<file path="config.mk">
export PLATFORM = sky130hd
export DESIGN_NAME = sequenciador_porta
export DESIGN_NICKNAME = d
export VERILOG_FILES = /design/src/rtl/sequenciador_porta_pkg.sv /design/src/rtl/sequenciador_porta_contador_espera.sv /design/src/rtl/sequenciador_porta.sv
export SDC_FILE = /design/constraint.sdc
export NUM_CORES = 1
export LEC_CHECK = 0
export BUFFER_PORTS_ARGS = -buffer_cell sky130_fd_sc_hd__buf_2
export CAP_MARGIN = 25
export CORE_MARGIN = 2
export CORE_UTILIZATION = 25
export CTS_CLUSTER_DIAMETER = 40
export CTS_CLUSTER_SIZE = 16
export DETAILED_ROUTE_END_ITERATION = 8
export HOLD_SLACK_MARGIN = 0.02
export PLACE_DENSITY = 0.49
export SLEW_MARGIN = 20
export SYNTH_ARGS = -nofsm -noshare
export SYNTH_HDL_FRONTEND = slang
export SYNTH_SLANG_ARGS = --single-unit
</file>
<file path="constraint.sdc">
create_clock -name clock -period 4.54 [get_ports clock]
set_input_delay 0.908 -clock clock [delete_from_list [all_inputs] [get_ports clock]]
set_output_delay 0.908 -clock clock [all_outputs]
set_load 0.1 [all_outputs]
</file>
<file path="src/rtl/sequenciador_porta_pkg.sv">
// Shared definitions for the door test sequencer: FSM states, the sensor code
// played at each step and the LED pattern the door controller must answer with.
package sequenciador_porta_pkg;

  typedef enum logic [1:0] {
    IDLE = 2'd0,
    PLAY = 2'd1,
    FIM  = 2'd2
  } estado_t;

  localparam int N_PASSOS = 6;
  localparam logic [2:0] ULTIMO_PASSO = 3'(N_PASSOS - 1);

  localparam logic [3:0] TAB_CODIGO [N_PASSOS] = '{
    4'b0000, 4'b1100, 4'b1101, 4'b0110, 4'b1010, 4'b1000
  };

  localparam logic [1:0] TAB_VERDE [N_PASSOS] = '{
    2'b00, 2'b01, 2'b11, 2'b10, 2'b01, 2'b00
  };

  localparam logic [1:0] TAB_VERMELHO [N_PASSOS] = '{
    2'b11, 2'b10, 2'b00, 2'b01, 2'b01, 2'b11
  };

endpackage

</file>
<file path="src/rtl/sequenciador_porta_contador_espera.sv">
// Dwell down-counter: loads a hold length, counts down to zero while enabled
// and flags the last cycle of the current step.
module contador_espera #(
  parameter int W = 4
) (
  input  logic         clock,
  input  logic         reset,
  input  logic         load,
  input  logic         enable,
  input  logic [W-1:0] valor,
  output logic         zero
);

  logic [W-1:0] cont;

  always_ff @(posedge clock or posedge reset) begin
    if (reset) begin
      cont <= '0;
    end else if (load) begin
      cont <= valor;
    end else if (enable && (cont != '0)) begin
      cont <= cont - W'(1);
    end
  end

  assign zero = (cont == '0);

endmodule

</file>
<file path="src/rtl/sequenciador_porta.sv">
// Plays the six-step sensor code sequence into the door controller and checks
// the returned LED pair on the last cycle of each step.
module sequenciador_porta
  import sequenciador_porta_pkg::*;
#(
  parameter int DWELL_W = 4
) (
  input  logic               clock,
  input  logic               reset,
  input  logic               start,
  input  logic [DWELL_W-1:0] dwell,
  input  logic [1:0]         led_verde,
  input  logic [1:0]         led_vermelho,
  output logic [3:0]         codigo,
  output logic [2:0]         passo,
  output logic               busy,
  output logic               done,
  output logic               erro,
  output estado_t            estado
);

  // start is a level request sampled only in IDLE; there is no ready/ack,
  // busy/done tell the requester when the sequence runs and when it ends.

  estado_t            estado_q, estado_d;
  logic [2:0]         passo_q;
  logic               cont_zero;
  logic               carregar;
  logic               ultimo_ciclo;
  logic               divergencia;
  logic [DWELL_W-1:0] valor_carga;

  // dwell=0 is stretched to 1 so the controller always sees an edge per code.
  assign valor_carga  = (dwell == '0) ? DWELL_W'(1) : dwell;
  assign ultimo_ciclo = (estado_q == PLAY) && cont_zero;
  assign divergencia  = (led_verde != TAB_VERDE[passo_q]) ||
                        (led_vermelho != TAB_VERMELHO[passo_q]);

  always_ff @(posedge clock or posedge reset) begin
    if (reset) begin
      estado_q <= IDLE;
    end else begin
      estado_q <= estado_d;
    end
  end

  always_comb begin
    estado_d = estado_q;
    carregar = 1'b0;
    case (estado_q)
      IDLE: begin
        if (start) begin
          estado_d = PLAY;
          carregar = 1'b1;
        end
      end
      PLAY: begin
        if (cont_zero) begin
          if (passo_q == ULTIMO_PASSO) begin
            estado_d = FIM;
          end else begin
            carregar = 1'b1;
          end
        end
      end
      FIM: begin
        estado_d = IDLE;
      end
      default: begin
        estado_d = IDLE;
      end
    endcase
  end

  always_ff @(posedge clock or posedge reset) begin
    if (reset) begin
      passo_q <= '0;
      erro    <= 1'b0;
    end else begin
      if ((estado_q == IDLE) && start) begin
        passo_q <= '0;
        erro    <= 1'b0;
      end else if (ultimo_ciclo) begin
        if (divergencia) begin
          erro <= 1'b1;
        end
        if (passo_q != ULTIMO_PASSO) begin
          passo_q <= passo_q + 3'd1;
        end
      end
    end
  end

  contador_espera #(
    .W(DWELL_W)
  ) u_contador (
    .clock  (clock),
    .reset  (reset),
    .load   (carregar),
    .enable (estado_q == PLAY),
    .valor  (valor_carga),
    .zero   (cont_zero)
  );

  // Outside PLAY the controller sees the idle code and step 0.
  assign codigo = (estado_q == PLAY) ? TAB_CODIGO[passo_q] : 4'b0000;
  assign passo  = (estado_q == PLAY) ? passo_q : 3'd0;
  assign busy   = (estado_q == PLAY);
  assign done   = (estado_q == FIM);
  assign estado = estado_q;

endmodule

</file>
==> flow_metrics.env <==
export IMPL_setup_ws_ns=1.77
export IMPL_drtIter0Drc=16
export IMPL_worstMarginPinSlew_ns=0.676
export IMPL_finalInstanceArea_um2=910
export IMPL_syn_avg_cell_area_um2=8.86
export IMPL_met2_length_um=785
export IMPL_fin_setup_tns_ns=0
export IMPL_setup_viol=0
export IMPL_synthFlopType="dfrtp_1"
export IMPL_rows=19
export IMPL_synth_seq_cells=10
export IMPL_yosysSeqAreaShare_pct=34.0
export IMPL_cts_sinks=10
export IMPL_synth_edf_count=0
export IMPL_finalHoldViolCount=0
export IMPL_cts_inserted_buffers=3
export IMPL_maxSlewViolCount=0
export IMPL_cts_resized=0
export IMPL_hpwl_um=1270
export IMPL_fp_coreArea_mm2=0.00278
export IMPL_ys_warn_count=0
export IMPL_grt_antenna_before_repair=0
export IMPL_fill_cells=316
export IMPL_syn_nets=99
export IMPL_cp_start_kind="flip-flop"
export IMPL_synthCells=83
export IMPL_fp_dieH_um=58.2
export IMPL_final_seq_area_um2=250
export IMPL_routedWlPerCell_um=11.6
export IMPL_r2r_slack_ns=2.49
export IMPL_arrival_ns=1.86
export IMPL_gp_congestion=0.775
export IMPL_critPathRequiredTime_ns=3.63
export IMPL_maxUsedRoutingLayer="met3"
export IMPL_area_delta_synth_final_pct=23.6
export IMPL_drt_total_wl_um=1600
export IMPL_boundaryPins=23
export IMPL_max_cap_viol_count=0
export IMPL_grt_max_degree=14
export IMPL_worstPathMaxFanout=8
export IMPL_cts_tree="yes"
export IMPL_cts_path_max_buffers=2
export IMPL_fin_crit_sh_pct=61.0
export IMPL_r2r_cells=5
export IMPL_drtPass1Iterations=4
export IMPL_r2r_start="passo_q[1]$_DFFE_PP0P_"
export IMPL_clk_latency_ns=0.26
export IMPL_clk_pin_slew_worst_paths_ns=0.07
export IMPL_hold_slack_ns=0.611
export IMPL_rsz0062_at_grt="false"
export IMPL_crit_type="flip-flop to primary output"
export IMPL_grt_pass1_wl_um=2820
export IMPL_nNetsFinal=124
export IMPL_dieArea_mm2=0.00339
export IMPL_gr_usage_all_layers_pct=10.6
export IMPL_drive_above_1_share_pct=29.0
export IMPL_start_util_pct=26.5
export IMPL_status="finished, final reports clean"
export IMPL_layout_common_cells="22 x buf_2, 10 x nor2_1, 10 x dfrtp_1"
export IMPL_final_setup_skew_ns=0.00168
export IMPL_htreeDepth=1
export IMPL_slew_headroom_pct=54.8
export IMPL_pre_cts_slack_ns=2.05
export IMPL_async_reset_ff_share_pct=100
export IMPL_drc=0
export IMPL_post_cts_buffers=0
export IMPL_grt_pass1_vias=657
export IMPL_cts_hold_buf=0
export IMPL_vias=666
export IMPL_final_common_cell="buf_2"
export IMPL_min_path_type="input port to async pin"
export IMPL_synth_area_um2=736
export IMPL_worst_r2r_endpoint="erro$_DFFE_PP0P_"
export IMPL_synth_cell_types=36
export IMPL_fmax_mhz=361
export IMPL_portBuffers=22
export IMPL_clockRootBuffer="clkbuf_4"
export IMPL_wl_met3_um=98
export IMPL_dpl_cell_area_um2=873
export IMPL_num_antenna_cells=0
export IMPL_multiInputGateArea_um2=448
export IMPL_min_period_ns=2.77
export IMPL_overflow=0
export IMPL_setup_worst_path_end_class="primary output"
export IMPL_met1Wirelength_um=716
export IMPL_viasPerCell=4.83
export IMPL_ant_nets=0
export IMPL_die_x_um=58.2
==> worst max path at each step <==
stage	cells after the start	endpoint	slack (ns)	from
finish	5	codigo[3]	1.77	passo_q[1]$_DFFE_PP0P_
global route	5	codigo[3]	1.59	passo_q[1]$_DFFE_PP0P_
CTS	5	codigo[3]	1.76	passo_q[1]$_DFFE_PP0P_
detailed placement	5	codigo[3]	2.05	passo_q[1]$_DFFE_PP0P_
global placement	5	codigo[3]	2.10	passo_q[1]$_DFFE_PP0P_
floorplan	3	codigo[0]	0.19	estado[0]$_DFFE_PP0P_
==> Yosys cell counts (2+ instances only) <==
library cell,number,area share (%)
dfrtp_1,10,34
nor2_1,10,5.1
inv_1,6,3.1
a21oi_1,5,3.4
ha_1,5,8.5
nor3_1,5,3.4
nand2_1,3,1.5
nand3_1,3,2.0
nor3b_1,3,3.1
xnor2_1,3,3.6
xor2_1,3,3.6
mux2i_1,2,2.7
nor2b_1,2,1.7
==> flip-flops by register name, summed over array words and instances, names as in the netlist <==
name             count
u_contador.cont      4
erro                 1
estado               2
passo_q              3
==> layout make-up <==
type	instances	share of cell area [%]
multi-input combinational	64	49.2
sequential	10	27.5
timing repair buffer	22	12.1
tap	31	4.26
clock buffer	4	3.99
inverter	7	2.89
==> worst max-delay path: stages (launching register included) <==
cell     delay [ns]
dfrtp_1        0.50
inv_1          0.12
ha_1           0.41
nor2_1         0.06
nor2_1         0.08
buf_2          0.43
==> metal layers <==
| metal | up-vias | GRT usage, % |
|---|---|---|
| li1 | 344 | - |
| met2 | 15 | 17.0 |
| met4 | 0 | 0.997 |
| met3 | 0 | 4.24 |
| met5 | - | 0 |
| met1 | 307 | 13.9 |
==> logic make-up after synthesis <==
kind of cell	after synthesis	share of synthesized area [%]
and+or+nand+nor	36	28.1
xor gates and xnor gates	6	7.14
muxes	2	2.72
adders and majority gates	5	8.50
DFF	10	34.0
AOI/OAI and AO/OA	15	14.5
buffers and inverters	9	5.10
==> stage by stage <==
stage / util, % / std cells
floorplan: - / 83
global placement: 31.4 / 134
detailed placement: 31.4 / 134
CTS: 32.7 / 138
global route: 32.7 / 138
finish: 32.7 / 138
Power is left out: the tool's default activity adds up to more than one toggle a clock period on the data nets, which glitch-free logic cannot reach.
